===== config.mk =====
export PLATFORM = sky130hd
export DESIGN_NAME = fetch_queue_flat
export DESIGN_NICKNAME = d
export VERILOG_FILES = /design/src/rtl/fetch_queue_if.sv /design/src/rtl/fetch_queue.sv /design/src/flat_wrapper.sv
export SDC_FILE = /design/constraint.sdc
export NUM_CORES = 1
export LEC_CHECK = 0
export CORE_AREA = 2 2 123 245
export CTS_BUF_LIST = sky130_fd_sc_hd__clkbuf_8 sky130_fd_sc_hd__clkbuf_16
export DETAILED_ROUTE_END_ITERATION = 8
export DIE_AREA = 0 0 125 247
export HOLD_SLACK_MARGIN = 0.03
export PLACE_DENSITY = 0.76
export SYNTH_ARGS = -nofsm -noshare
export SYNTH_HDL_FRONTEND = slang
export SYNTH_SLANG_ARGS = --single-unit

===== constraint.sdc =====
create_clock -name clk -period 12.3 [get_ports clk]
set_input_delay 2.46 -clock clk [delete_from_list [all_inputs] [get_ports clk]]
set_output_delay 2.46 -clock clk [all_outputs]
set_load 0.02 [all_outputs]

===== src/rtl/fetch_queue_if.sv =====
// Fetch front-end bus: instruction-memory request/response and decode handshake.
// master = fetch_queue side, slave = memory/decode environment side.
interface fetch_queue_if #(
  parameter int WIDTH = 32
);
  logic             imem_req;
  logic [WIDTH-1:0] imem_addr;
  logic             imem_rsp_valid;
  logic [WIDTH-1:0] imem_rsp_data;
  logic             dec_valid;
  logic [WIDTH-1:0] dec_instr;
  logic [WIDTH-1:0] dec_pc;
  logic             dec_ready;

  modport master (
    output imem_req, imem_addr, dec_valid, dec_instr, dec_pc,
    input  imem_rsp_valid, imem_rsp_data, dec_ready
  );

  modport slave (
    input  imem_req, imem_addr, dec_valid, dec_instr, dec_pc,
    output imem_rsp_valid, imem_rsp_data, dec_ready
  );
endinterface


===== src/rtl/fetch_queue.sv =====
// Instruction-fetch front end: owns the fetch PC, keeps one memory request in flight,
// and buffers {instr, pc} pairs in a small FIFO ahead of the IF/ID register.
//
// state        | meaning
// S_IDLE       | nothing outstanding; may issue when FIFO has room
// S_WAIT       | live request outstanding; response gets pushed
// S_WAIT_STALE | outstanding request predates a redirect; response dropped
module fetch_queue #(
  parameter int               WIDTH    = 32,
  parameter int               DEPTH    = 4,
  parameter logic [WIDTH-1:0] RESET_PC = '0
) (
  input  logic                       clk,
  input  logic                       rst,
  input  logic                       redirect_valid,
  input  logic [WIDTH-1:0]           redirect_pc,
  fetch_queue_if.master              bus,
  output logic [$clog2(DEPTH+1)-1:0] count
);
  localparam int CW = $clog2(DEPTH + 1);
  localparam int PW = $clog2(DEPTH);
  localparam logic [CW-1:0] DEPTH_C = CW'(DEPTH);

  typedef enum logic [1:0] {
    S_IDLE       = 2'd0,
    S_WAIT       = 2'd1,
    S_WAIT_STALE = 2'd2
  } state_t;

  state_t           state;
  state_t           state_nxt;
  logic [WIDTH-1:0] fetch_pc;
  logic [WIDTH-1:0] req_pc;
  logic [PW-1:0]    wr_ptr;
  logic [PW-1:0]    rd_ptr;
  logic [WIDTH-1:0] mem_instr [DEPTH];
  logic [WIDTH-1:0] mem_pc    [DEPTH];
  logic             issue;
  logic             push;
  logic             pop;

  always_comb begin
    state_nxt = state;
    issue     = 1'b0;
    push      = 1'b0;
    case (state)
      S_IDLE: begin
        issue = !rst && (count < DEPTH_C) && !redirect_valid;
        if (issue) state_nxt = S_WAIT;
      end
      S_WAIT: begin
        push = bus.imem_rsp_valid && !redirect_valid;
        // A redirect with the response in the same cycle leaves nothing to wait for.
        if (bus.imem_rsp_valid)     state_nxt = S_IDLE;
        else if (redirect_valid)    state_nxt = S_WAIT_STALE;
      end
      S_WAIT_STALE: begin
        if (bus.imem_rsp_valid) state_nxt = S_IDLE;
      end
      default: state_nxt = S_IDLE;
    endcase
  end

  assign pop           = bus.dec_valid && bus.dec_ready && !redirect_valid;
  assign bus.imem_req  = issue;
  assign bus.imem_addr = fetch_pc;
  assign bus.dec_valid = (count != '0);
  assign bus.dec_instr = mem_instr[rd_ptr];
  assign bus.dec_pc    = mem_pc[rd_ptr];

  always_ff @(posedge clk or posedge rst) begin
    if (rst) begin
      state    <= S_IDLE;
      fetch_pc <= RESET_PC;
      req_pc   <= '0;
      wr_ptr   <= '0;
      rd_ptr   <= '0;
      count    <= '0;
    end else begin
      state <= state_nxt;
      if (issue) begin
        req_pc   <= fetch_pc;
        fetch_pc <= fetch_pc + WIDTH'(4);
      end
      if (redirect_valid) begin
        fetch_pc <= redirect_pc;
        wr_ptr   <= '0;
        rd_ptr   <= '0;
        count    <= '0;
      end else begin
        if (push) wr_ptr <= wr_ptr + PW'(1);
        if (pop)  rd_ptr <= rd_ptr + PW'(1);
        case ({push, pop})
          2'b10:   count <= count + CW'(1);
          2'b01:   count <= count - CW'(1);
          default: count <= count;
        endcase
      end
    end
  end

  always_ff @(posedge clk or posedge rst) begin
    if (rst) begin
      for (int i = 0; i < DEPTH; i++) begin
        mem_instr[i] <= '0;
        mem_pc[i]    <= '0;
      end
    end else if (push) begin
      mem_instr[wr_ptr] <= bus.imem_rsp_data;
      mem_pc[wr_ptr]    <= req_pc;
    end
  end
endmodule


===== src/flat_wrapper.sv =====
// flat-port wrapper written by rule: the top's interface ports become plain ports
module fetch_queue_flat 
#(
  parameter int               WIDTH    = 32,
  parameter int               DEPTH    = 4,
  parameter logic [WIDTH-1:0] RESET_PC = '0
)
  (clk, rst, redirect_valid, redirect_pc, count, bus_imem_req, bus_imem_addr, bus_dec_valid, bus_dec_instr, bus_dec_pc, bus_imem_rsp_valid, bus_imem_rsp_data, bus_dec_ready);
  fetch_queue_if #(.WIDTH(WIDTH)) bus_i ();
  input  logic clk;
  input  logic rst;
  input  logic redirect_valid;
  input  logic [WIDTH-1:0] redirect_pc;
  output logic [$clog2(DEPTH+1)-1:0] count;
  output wire logic [$bits(bus_i.imem_req)-1:0] bus_imem_req;
  output wire logic [$bits(bus_i.imem_addr)-1:0] bus_imem_addr;
  output wire logic [$bits(bus_i.dec_valid)-1:0] bus_dec_valid;
  output wire logic [$bits(bus_i.dec_instr)-1:0] bus_dec_instr;
  output wire logic [$bits(bus_i.dec_pc)-1:0] bus_dec_pc;
  input wire logic [$bits(bus_i.imem_rsp_valid)-1:0] bus_imem_rsp_valid;
  input wire logic [$bits(bus_i.imem_rsp_data)-1:0] bus_imem_rsp_data;
  input wire logic [$bits(bus_i.dec_ready)-1:0] bus_dec_ready;
  assign bus_imem_req = bus_i.imem_req;
  assign bus_imem_addr = bus_i.imem_addr;
  assign bus_dec_valid = bus_i.dec_valid;
  assign bus_dec_instr = bus_i.dec_instr;
  assign bus_dec_pc = bus_i.dec_pc;
  assign bus_i.imem_rsp_valid = bus_imem_rsp_valid;
  assign bus_i.imem_rsp_data = bus_imem_rsp_data;
  assign bus_i.dec_ready = bus_dec_ready;
  fetch_queue #(.WIDTH(WIDTH), .DEPTH(DEPTH), .RESET_PC(RESET_PC)) u_core (.clk(clk), .rst(rst), .redirect_valid(redirect_valid), .redirect_pc(redirect_pc), .bus(bus_i), .count(count));
endmodule

==> flow_summary.json <==
{
  "critPathRequiredTime_ns": 9.84,
  "fmax_mhz": 141,
  "p_switching_mw": 1.17,
  "nFillCells": 2236,
  "slew_violations": 0,
  "cts_max_level": 1,
  "crit_arrival_ns": 4.62,
  "drive_gt1_frac": 0.332,
  "grt_pass1_wl_um": 52200,
  "rsz0062_at_grt": "false",
  "dr_wl_met3_um": 1730,
  "path_max_fanout": 43,
  "n_antenna_cell": 0,
  "grt_start_max_net_pins": 162,
  "ys_seq_area_frac": 0.564,
  "cellInternalPower_mw": 2.56,
  "max_stage_delay_ns": 0.64,
  "cp-start-kind": "input pin",
  "crit_type": "input pin to output pin",
  "p_sw_frac": 0.313,
  "antenna_found_initial": 0,
  "nets": 1240,
  "num_io_pins": 170,
  "finalSetupViolCount": 0,
  "core_um2": 29200,
  "crit_chain": "clkdlybuf4s50_1 -> or2_2 -> or2_2 -> clkinv_8 -> clkdlybuf4s50_1",
  "grt_overflow": 0,
  "synth_top_area_cell": "dfrtp_1",
  "drc": 0,
  "dieHeight_um": 247,
  "post-dp-hpwl_um": 19500,
  "holdBufCountCts": 0,
  "slew_headroom": 0.260,
  "first_iter_violations": 535,
  "p_clk_frac": 0.263,
  "fin_crit_ns": 7.08,
  "cts_buffer_depth": 3,
  "layout_commonest_cell": "dfrtp_1",
  "io_buffer_count": 169,
  "clkSinkCount": 329,
  "top_layer_used": "met4",
  "fin_crit_sh": 0.576,
  "worstMarginPinSlew_ns": 1.11,
  "cpMaxStageDelayCell": "clkdlybuf4s50_1",
  "start_util": 0.501,
  "dr.pass1.iters": 5,
  "min_path_type": "register to register",
  "tritoncts": "done",
  "synthCells": 1020,
  "netlist_area_um2": 14600,
  "insertion_delay_ns": 0.55,
  "clock-skew-final_ns": 0.0144,
  "wl_per_cell_um": 20.7,
  "setup_tns_ns": 0,
  "ctsResizeCount": 0,
  "wl_met2_um": 16500,
  "clock-root-buffer": "clkbuf_16",
  "min_from": "u_core.mem_instr[40]",
  "syn_nets": 1095,
  "ys_ff_latch": 329,
  "drv_cap": 0,
  "vias_per_cell": 5.89,
  "synth_edf_count": 0,
  "endpoint_kind": "output pin",
  "async_reset_ff_frac": 1.00,
  "syn_avg_cell_area_um2": 14.3,
  "cts_inserted_buffers": 29,
  "vdd_drop_max_uv": 125,
  "synth_warnings": 0,
  "rrSetupSlack_ns": 9.52,
  "wirelength_um": 32100,
  "crit_path_start": "rst",
  "outcome": "finished clean",
  "power_leakage_nw": 8.10,
  "ant_nets": 0,
  "area_growth_pct": 19.9,
  "cts_setup_buffers": 0,
  "p_seq_frac": 0.412,
  "p_per_area_nw_per_um2": 213,
  "routabilityCongestion": 0.848,
  "grt_pass1_vias": 9654,
  "grt.total_usage": 0.209,
  "synth_cell_types": 54,
  "place_area_um2": 16500,
  "rows": 89,
  "synth_ff_type": "dfrtp_1",
  "vias": 9137,
  "clk_pin_slew_ns": 0.07,
  "dieArea_um2": 30900,
  "fp.dieW_um": 125,
  "layout_common_cells": "327 x dfrtp_1, 259 x mux2_2, 168 x clkdlybuf4s50_1",
  "r2r_start": "u_core.state[1]",
  "netlist_top_cells_area": "dfrtp_1 56%, mux2_2 20%, mux4_2 9.9%",
  "power.share.combinational": 0.325,
  "wl_met1_um": 13300,
  "synth_top_area_frac": 0.564,
  "hold_violations": 0,
  "final_area_um2": 17500
}
registers in the layout (all words and copies together), names as in the netlist:
signal                cells
u_core.req_pc            32
u_core.state              2
u_core.mem_instr        128
u_core.rd_ptr             2
u_core.mem_pc           128
u_core.count              3
u_core.wr_ptr             2
u_core.bus.imem_addr     32
per-stage QoR:
step	util	power, mW	hold slack (ns)	worst slack (ns)	instances
5_1_grt	0.600	3.92	0.511	5.16	1551
6_report	0.600	3.73	0.502	5.22	1551
2_1_floorplan	-	2.26	0.455	0.729	1020
4_1_cts	0.600	3.78	0.502	5.22	1551
3_5_place_dp	0.565	2.78	0.487	5.24	1498
3_3_place_gp	0.565	2.73	0.481	5.24	1498
power by group through the flow:
stage	Sequential, mW	Clock [mW]	Combinational (mW)
floorplan	1.47	0	0.783
detailed placement	1.55	0	1.23
finish	1.53	0.980	1.21
global placement	1.53	0	1.21
CTS	1.54	1.00	1.23
global route	1.57	1.05	1.30
path summary, 6_finish.rpt:
path                                         to  cells after the start
min                        u_core.mem_instr[40]                      1
max reg2reg                   u_core.mem_pc[87]                      4
min in group asynchronous  u_core.mem_instr[81]                      2
max in group asynchronous     u_core.mem_pc[92]                      3
min reg2reg                u_core.mem_instr[40]                      1
max                                bus_imem_req                      5
synthesized netlist by cell type (all sizes together) (5+ instances only):
cell      n
dfrtp   329
mux2    259
nand2   131
mux4     64
buf      45
nand3    24
nor2     24
clkbuf   15
o21ai    15
o211ai   13
nand4    12
o311ai   11
inv       9
a21oi     6
or3       6
ha        5
xnor2     5
worst max-delay path: cells and delay by family:
| family | cells | cell delay (ns) |
|---|---|---|
| and+or+nand+nor | 2 | 0.78 |
| buffers and inverters | 3 | 1.37 |
layer usage:
layer | track usage | vias to the layer above
li1 | - | 4023
met4 | 0.0497 | 0
met1 | 0.279 | 4778
met5 | 0 | -
met3 | 0.0312 | 42
met2 | 0.363 | 294
cell families (layout without fill, tap and decap cells):
family	count (synthesis)	after routing	synth area share
muxes	326	326	0.300
adders and majority gates	6	6	0.00565
xor gates and xnor gates	7	7	0.00420
DFF	329	329	0.564
buffers and inverters	70	237	0.0270
and+or+nand+nor	218	218	0.0684
AOI/OAI and AO/OA	64	64	0.0308
final cells by class:
| class | count | area (um2) | share of cell area |
|---|---|---|---|
| inverter | 10 | 57.6 | 0.00329 |
| sequential | 329 | 8240 | 0.470 |
| timing repair buffer | 174 | 1720 | 0.0984 |
| multi-input combinational | 621 | 6000 | 0.343 |
| clock inverter | 20 | 258 | 0.0147 |
| clock buffer | 33 | 781 | 0.0446 |
| tap | 364 | 455 | 0.0260 |
(Power assumes the default switching activity.)
